**config.mk**
```make
export PLATFORM = sky130hd
export DESIGN_NAME = fifo_rd_stream_flat
export DESIGN_NICKNAME = d
export VERILOG_FILES = /design/src/rtl/fifo_rd_stream_if.sv /design/src/rtl/fifo_rd_stream.sv /design/src/flat_wrapper.sv
export SDC_FILE = /design/constraint.sdc
export NUM_CORES = 1
export LEC_CHECK = 0
export ABC_AREA = 1
export BUFFER_PORTS_ARGS = -buffer_cell sky130_fd_sc_hd__buf_2
export CAP_MARGIN = 10
export CORE_ASPECT_RATIO = 1.75
export CORE_MARGIN = 5
export CORE_UTILIZATION = 52
export DETAILED_ROUTE_END_ITERATION = 7
export GPL_TIMING_DRIVEN = 0
export HOLD_SLACK_MARGIN = 0.15
export PLACE_DENSITY = 0.75
export REMOVE_ABC_BUFFERS = 1
export SLEW_MARGIN = 0
export SYNTH_ARGS = -nofsm -noshare
export SYNTH_HDL_FRONTEND = slang
export SYNTH_SLANG_ARGS = --single-unit
```
**constraint.sdc**
```tcl
create_clock -name clk -period 2 [get_ports clk]
set_input_delay 0 -clock clk [delete_from_list [all_inputs] [get_ports clk]]
set_output_delay 0 -clock clk [all_outputs]
set_load 0.02 [all_outputs]
```
**src/rtl/fifo_rd_stream_if.sv**
```systemverilog
// Valid/ready output stream carrying words drained from the FIFO read port.
interface fifo_rd_stream_if #(
  parameter int DATA_WIDTH = 8
);
  logic                  m_valid;
  logic [DATA_WIDTH-1:0] m_data;
  logic                  m_ready;

  modport master (output m_valid, output m_data, input m_ready);
  modport slave  (input m_valid, input m_data, output m_ready);
endinterface

```
**src/rtl/fifo_rd_stream.sv**
```systemverilog
// FIFO read-side drain engine: pops FIFO words into a 3-entry buffer that feeds a
// valid/ready stream, with flush (discard-all) mode and a delivered-word counter.
module fifo_rd_stream #(
  parameter int DATA_WIDTH = 8,
  parameter int CNT_WIDTH  = 16
) (
  input  logic                  clk,
  input  logic                  rstN,
  input  logic                  en,
  input  logic                  flush,
  input  logic                  fifo_empty,
  input  logic [DATA_WIDTH-1:0] fifo_data_out,
  output logic                  fifo_rd_en,
  fifo_rd_stream_if.master      m_if,
  output logic [CNT_WIDTH-1:0]  rd_count,
  output logic                  busy,
  output logic                  flush_done
);

  typedef enum logic [1:0] {IDLE, RUN, FLUSH} state_e;

  state_e                state_q, state_d;
  logic [1:0]            occ_q, occ_d;
  logic [1:0]            head_q, head_d;
  logic [1:0]            tail_q, tail_d;
  logic                  inflight_q;
  logic [CNT_WIDTH-1:0]  cnt_q, cnt_d;
  logic                  flush_done_q, flush_done_d;
  logic [DATA_WIDTH-1:0] buf_q [3];
  logic                  capture;
  logic                  pop;

  function automatic logic [1:0] ptr_inc(input logic [1:0] p);
    return (p == 2'd2) ? 2'd0 : p + 2'd1;
  endfunction

  assign m_if.m_valid = (occ_q != 2'd0);
  assign m_if.m_data  = (occ_q != 2'd0) ? buf_q[head_q] : '0;
  assign pop          = m_if.m_valid && m_if.m_ready;
  assign capture      = inflight_q && (state_q == RUN);
  assign rd_count     = cnt_q;
  assign flush_done   = flush_done_q;
  assign busy         = (state_q != IDLE) || (occ_q != 2'd0) || inflight_q;

  // Read strobe depends only on registered state and the FIFO flag, never on m_ready.
  always_comb begin
    fifo_rd_en = 1'b0;
    unique case (state_q)
      RUN:     fifo_rd_en = en && !fifo_empty && ((3'(occ_q) + 3'(inflight_q)) < 3'd3);
      FLUSH:   fifo_rd_en = !fifo_empty;
      default: fifo_rd_en = 1'b0;
    endcase
  end

  always_comb begin
    state_d = state_q;
    occ_d   = occ_q;
    head_d  = head_q;
    tail_d  = tail_q;
    cnt_d   = cnt_q;

    if (pop) begin
      head_d = ptr_inc(head_q);
      cnt_d  = cnt_q + CNT_WIDTH'(1);
    end
    if (capture) tail_d = ptr_inc(tail_q);
    if (capture && !pop)      occ_d = occ_q + 2'd1;
    else if (!capture && pop) occ_d = occ_q - 2'd1;

    if (flush) begin
      state_d = FLUSH;
      occ_d   = 2'd0;
      head_d  = 2'd0;
      tail_d  = 2'd0;
    end else begin
      unique case (state_q)
        IDLE:    if (en) state_d = RUN;
        RUN:     if (!en && (occ_q == 2'd0) && !inflight_q) state_d = IDLE;
        FLUSH:   if (fifo_empty && !inflight_q) state_d = IDLE;
        default: state_d = IDLE;
      endcase
    end

    flush_done_d = (state_q == FLUSH) && (state_d == IDLE);
  end

  always_ff @(posedge clk) begin
    if (!rstN) begin
      state_q      <= IDLE;
      occ_q        <= 2'd0;
      head_q       <= 2'd0;
      tail_q       <= 2'd0;
      inflight_q   <= 1'b0;
      cnt_q        <= '0;
      flush_done_q <= 1'b0;
    end else begin
      state_q      <= state_d;
      occ_q        <= occ_d;
      head_q       <= head_d;
      tail_q       <= tail_d;
      inflight_q   <= fifo_rd_en;
      cnt_q        <= cnt_d;
      flush_done_q <= flush_done_d;
    end
  end

  // Buffer storage carries data only; occupancy decides what is meaningful.
  always_ff @(posedge clk) begin
    if (capture) buf_q[tail_q] <= fifo_data_out;
  end

endmodule

```
**src/flat_wrapper.sv**
```systemverilog
// flat-port wrapper written by rule: the top's interface ports become plain ports
module fifo_rd_stream_flat 
#(
  parameter int DATA_WIDTH = 8,
  parameter int CNT_WIDTH  = 16
)
  (clk, rstN, en, flush, fifo_empty, fifo_data_out, fifo_rd_en, rd_count, busy, flush_done, m_if_m_valid, m_if_m_data, m_if_m_ready);
  fifo_rd_stream_if #(.DATA_WIDTH(DATA_WIDTH)) m_if_i ();
  input  logic clk;
  input  logic rstN;
  input  logic en;
  input  logic flush;
  input  logic fifo_empty;
  input  logic [DATA_WIDTH-1:0] fifo_data_out;
  output logic fifo_rd_en;
  output logic [CNT_WIDTH-1:0] rd_count;
  output logic busy;
  output logic flush_done;
  output wire logic [$bits(m_if_i.m_valid)-1:0] m_if_m_valid;
  output wire logic [$bits(m_if_i.m_data)-1:0] m_if_m_data;
  input wire logic [$bits(m_if_i.m_ready)-1:0] m_if_m_ready;
  assign m_if_m_valid = m_if_i.m_valid;
  assign m_if_m_data = m_if_i.m_data;
  assign m_if_i.m_ready = m_if_m_ready;
  fifo_rd_stream #(.DATA_WIDTH(DATA_WIDTH), .CNT_WIDTH(CNT_WIDTH)) u_core (.clk(clk), .rstN(rstN), .en(en), .flush(flush), .fifo_empty(fifo_empty), .fifo_data_out(fifo_data_out), .fifo_rd_en(fifo_rd_en), .m_if(m_if_i), .rd_count(rd_count), .busy(busy), .flush_done(flush_done));
endmodule
```
# [Yosys cells after proc, flatten, opt, wreduce, memory -nomap -nowiden]
# Memory sizes are Yosys's and may differ from the RTL's. A register that Yosys moved wholly into a read port is not among the register bits.
# Cells that the tools add are included.
# Widths: inputs -> output; s select.
[word_totals] word_cells=59 in_bits=14 romBits=0 regBits=26 mem_count=1 ram_bits=24 latchBits=0
[memory_table] memory="u_core.buf_q" depth=3 word_bits=8 rd=1 rd_ports_with_merged_regs=1 write_ports=1 line="fifo_rd_stream.sv:29" text="logic [DATA_WIDTH-1:0] buf_q [3];"
[classes] div_mod_pow=0 eq_ne=4 add_sub_neg=6 bitwise=1 mux=15 shifts=0 multipliers=0 n_lt_le_gt_ge=1 reduce_logical=24
[op_table] op="$mux 2" count=10
[op_table] op="$add 16x1->16 const B" count=1
[op_table] op="$logic_and 1x1->1" count=10
[op_table] op="$mux 8" count=1
[op_table] op="$add 2x1->2 const B" count=3
[op_table] op="$eq 2x2->1 const B" count=3
[op_table] op="$logic_not 2->1" count=3
[op_table] op="$pmux 2 s3" count=1
[op_table] op="$reduce_bool 2->1" count=3
[op_table] op="$logic_not 1->1" count=5
[op_table] op="$add 2x1->3" count=1
[op_table] op="$lt 3x2->1 const B" count=1
[op_table] op="$eq 2x1->1 const B" count=1
[op_table] op="$logic_or 1x1->1" count=2
[op_table] op="$mux 1" count=2
[op_table] op="$pmux 1 s2" count=1
[op_table] op="$reduce_or 2->1" count=1
[op_table] op="$sub 2x1->2 const B" count=1
[op_table] op="$not 1->1" count=1

# [Depth between registers and ports, before layout]
[logic_depth] word_depth=8 mapped_depth=9 ltp_nobuf=9

# [Worst setup path before layout]
# OpenSTA, ideal clock, no wires.
[synth_path] path_kind="reg2reg" start="reg u_core.state_q[1]" end="mem u_core.buf_q[0][0] (enable)" setup_slack_ns=0.286 arrival_ns=1.328 path_buffers=0 stages_incl_launch_ff=5 synth_period_minus_slack_ns=1.714 cell_sequence="dfxtp_1 > inv_1 > ha_1 > nand2_1 > nor3_1"
[synth_between] elab_chain_cells=4
[synth_rtl] element="start: declaration" line="fifo_rd_stream.sv:22" text="state_e state_q, state_d;"
[synth_rtl] element="start signal: assignment" line="fifo_rd_stream.sv:97" text="state_q <= state_d;"
[synth_rtl] element="$eq 2x1->1" line="fifo_rd_stream.sv:40" text="assign capture = inflight_q && (state_q == RUN);"
[synth_rtl] element="$logic_and 1x1->1" line="fifo_rd_stream.sv:40"
[synth_rtl] element="$mux 1" line="fifo_rd_stream.sv:109" text="if (capture) buf_q[tail_q] <= fifo_data_out;"
[synth_rtl] element="$mux 1 (not written as such)" line="fifo_rd_stream.sv:109"
[synth_rtl] element="end: declaration" line="fifo_rd_stream.sv:29"
# Every way passes these cells.

# [Worst setup path after layout]
[layout_path] start="reg u_core.occ_q[0]" end="reg u_core.inflight_q"
[layout_between] elab_chain_cells=4
[layout_rtl] element="start: declaration" line="fifo_rd_stream.sv:23" text="logic [1:0] occ_q, occ_d;"
[layout_rtl] element="start signal: assignment" line="fifo_rd_stream.sv:90" text="occ_q <= 2'd0;"
[layout_rtl] element="start signal: assignment" line="fifo_rd_stream.sv:98" text="occ_q <= occ_d;"
[layout_rtl] element="$add 2x1->3" line="fifo_rd_stream.sv:49" text="RUN: fifo_rd_en = en && !fifo_empty && ((3'(occ_q) + 3'(inflight_q)) < 3'd3);"
[layout_rtl] element="$lt 3x2->1" line="fifo_rd_stream.sv:49"
[layout_rtl] element="$logic_and 1x1->1" line="fifo_rd_stream.sv:49"
[layout_rtl] element="$pmux 1 s2" line="fifo_rd_stream.sv:48" text="unique case (state_q)"
[layout_rtl] element="end signal: assignment" line="fifo_rd_stream.sv:101" text="inflight_q <= fifo_rd_en;"
[layout_rtl] element="end: declaration" line="fifo_rd_stream.sv:26" text="logic inflight_q;"
# Every way passes these cells.
# A chain may end at the register's enable or synchronous reset.

==> results.yml <==
outcome:
  status: "finished, final reports clean"
pwr:
  vdd_ir_drop_max_uv: 525
  p_leak_nw: 1.33
  power.density_mw_per_mm2: 673
cells_and_area:
  num_antenna_cells: 0
  drive_above_1_share_pct: 21.7
  instances_no_fill: 378
  area_delta_synth_final_pct: 21.5
  finalNetCount: 348
yosys:
  synth.ff_latch_count: 52
  synth_area_mm2: 0.00239
  synth_top_area_cell: "edfxtp_1"
  synth.area.top_cells: "edfxtp_1 (30%), dfxtp_1 (23%), inv_1 (7.7%)"
  yosysWarnings: 0
  synth_seq_area_share_pct: 53.7
  synthCells: 269
  netlist-cell-type-count: 27
  avgSynthCellArea_um2: 8.87
  netlist.area_leader.share_pct: 30.2
floorplanning:
  io_pins: 42
  rows: 32
  fp.dieW_um: 61.2
  initial_core_util_pct: 53.7
  die_h_um: 99.6
  fp.dieArea_mm2: 0.00610
  core_mm2: 0.00444
place:
  dpl.hpwl_um: 3500
  numPortBuffers: 41
  dp.cells: 357
  place_congestion: 0.809
timing:
  worstMarginPinSlew_ns: 0.743
  fmax_ghz: 0.538
  period_share_pct: 93.0
  setup_viol: 0
  final.setup.tns_ns: 0
  rsz0062_at_grt: "false"
  relSlewSlack_pct: 50.2
  hold_violations: 0
  clock_skew_ns: 0.0100
  fin_crit_ns: 1.86
  maxSlewViolCount: 0
setup_path:
  reg2reg_from: "u_core.occ_q[0]"
  crit_end: "u_core.inflight_q"
  crit_fanout: 5
  path_class: "flop to flop"
  worstPathRequired_ns: 2.23
  crit_top_cell: "nand2_1"
  rrSetupSlack_ns: 0.14
  worst_path_largest_cell_delay_ns: 0.57
  path_depth: 8
  crit_arrival_ns: 2.09
  cp-startpoint: "u_core.occ_q[0]"
  critPathSlowestCell: "dlygate4sd3_1"
  r2r_end: "u_core.inflight_q"
  path_buf_inv: 1
  r2r_cells: 8
  path_cells: "ha_1, ha_1, nand2_1, nand4_1, nand2_1, nand2_1, dlygate4sd3_1, nor2_1"
  path_delay_family: "buffers and inverters"
  startpoint_type: "flop"
  critical_path.endpoint_type: "flop"
grt:
  antenna_found_initial: 0
  grt_pass1_wl_um: 8140
  grt_pass1_vias: 1923
  grt_overflow_total: 0
  grt_max_degree: 17
  gr-usage-all-layers_pct: 17.6
routing:
  drt-initial-drc-count: 44
  drc: 0
  postRouteAntennaNets: 0
  dr.pass1.iters: 4
  wl_per_cell_um: 12.5
  vias_per_cell: 5.00
  num_vias: 1890
  wl_um: 4720
clocking:
  cts_htree_levels: 2
  post_cts_buffers: 0
  worst_skew_pair.late_latency_ns: 0.31
  cts-root-buf: "clkbuf_8"
  cts_sinks: 52
  clkTransAtPathRegs_ns: 0.09
  numCtsBuffers: 5
  cts_tree: "done"
  cts.path.max_buffers: 2
flow_run:
  max-cap-violations: 0
worst_hold_path:
  hold_start: "en"
  hp-class: "input pin to flop"
==> synthesized netlist by cell type <==
cell and count:
inv_1 49, nand2_1 42, nor2_1 31, dfxtp_1 28, edfxtp_1 24, a21oi_1 22
nand3_1 14, o21ai_0 13, ha_1 8, mux2_2 8, nand4_1 4, nor3_1 4
nor2_4 3, buf_2 2, clkbuf_1 2, nor2_2 2, o21ai_1 2, o21bai_1 2
a211oi_1 1, a21oi_2 1, inv_2 1, nand2_2 1, nand3_2 1, nor3_2 1
o21a_1 1, o21ai_4 1, xor2_1 1
==> layer usage <==
layer / vias to the layer above / GRT usage [%] / wire (µm)
met2: 36 / 33.8 / 2770
met1: 858 / 17.0 / 1700
li1: 989 / - / -
met4: 0 / 7.01 / 87
met5: - / 0 / 0
met3: 7 / 3.12 / 168
==> sequential cells by signal, summed over array words and instances (netlist names), named ones only <==
signal	flops
u_core.rd_count	16
u_core.occ_q	2
u_core.state_q	2
u_core.inflight_q	1
u_core.buf_q	24
u_core.flush_done	1
u_core.head_q	2
u_core.tail_q	2
==> cell families after synthesis <==
family / Yosys count / synth area share (%)
fa+ha+maj: 8 / 4.19
compound gates: 43 / 10.1
xor+xnor: 1 / 0.367
flops: 52 / 53.7
mux: 8 / 3.77
simple gates: 103 / 19.3
buf+inv: 54 / 8.60
==> worst register-to-register path: stages (launching register included) <==
cell and delay [ns]:
dfxtp_2 0.37, ha_1 0.20, ha_1 0.27, nand2_1 0.06
nand4_1 0.06, nand2_1 0.07, nand2_1 0.08, dlygate4sd3_1 0.57
nor2_1 0.11
==> placed cells by master (no fill, tap or decap) <==
cell type       n
nor3_2          3
nand3_2         1
o21bai_1        2
nand4_1         4
nand2_1        42
o21ai_4         1
clkinv_4        1
dlygate4sd3_1  13
mux2_2          8
edfxtp_1       24
o21ai_1         2
ha_1            8
nand3_1        14
o21ai_0        13
a21oi_2         1
a21oi_1        22
nor3_1          2
inv_1          49
xor2_1          1
nand2_2         1
nor2_4          3
a211oi_1        1
nor2_1         31
inv_2           1
o21a_1          1
dfxtp_1        27
dfxtp_2         1
nor2_2          2
clkbuf_8        6
bufinv_16       1
buf_2          41
==> final cells by class <==
cell class                 instances  area [µm²]
fill                             381        1540
sequential                        52        1280
multi-input combinational        163         911
timing repair buffer              54         335
inverter                          50         188
clock buffer                       6        82.6
tap                               51        63.8
clock inverter                     2        38.8
==> per-stage QoR <==
stage | worst slack (ns) | hold slack [ns] | area (µm²) | power (mW) | util, %
after floorplan | 0.286 | 0.0989 | 2370 | 1.18 | -
after global placement | -0.135 | 0.204 | 2640 | 1.21 | 59.4
after detailed placement | -0.173 | 0.209 | 2640 | 1.21 | 59.4
after CTS | 0.100 | 0.160 | 2900 | 1.97 | 65.3
after global routing | 0.000576 | 0.214 | 2900 | 2.03 | 65.3
final | 0.141 | 0.172 | 2900 | 1.95 | 65.3
==> timing repair <==
item | 4_1_cts | 5_1_grt
endpoints found under the setup margin | 17 | 1
endpoints found under the hold margin | 48 | 0
hold buffers | 13 | 0
gates resized for setup | 2 | 1
==> worst min path at each step <==
| stage | to | slack [ns] | cells past startpoint |
|---|---|---|---|
| 2_1_floorplan | u_core.buf_q[0][0] | 0.1 | 0 |
| 3_3_place_gp | u_core.buf_q[0][2] | 0.20 | 1 |
| 3_5_place_dp | u_core.buf_q[2][6] | 0.21 | 1 |
| 4_1_cts | u_core.state_q[1] | 0.16 | 6 |
| 5_1_grt | u_core.state_q[1] | 0.21 | 6 |
| 6_report | u_core.state_q[1] | 0.17 | 6 |
==> where the power goes <==
part	switching [mW]	leakage, nW	total (mW)	internal, mW
clock network	0.336	0.0614	0.745	0.409
logic	0.0497	0.826	0.0926	0.0429
registers	0.00263	0.442	1.12	1.11
total	0.388	1.33	1.95	1.56
No activity file was read; power rests on OpenSTA's default activity.
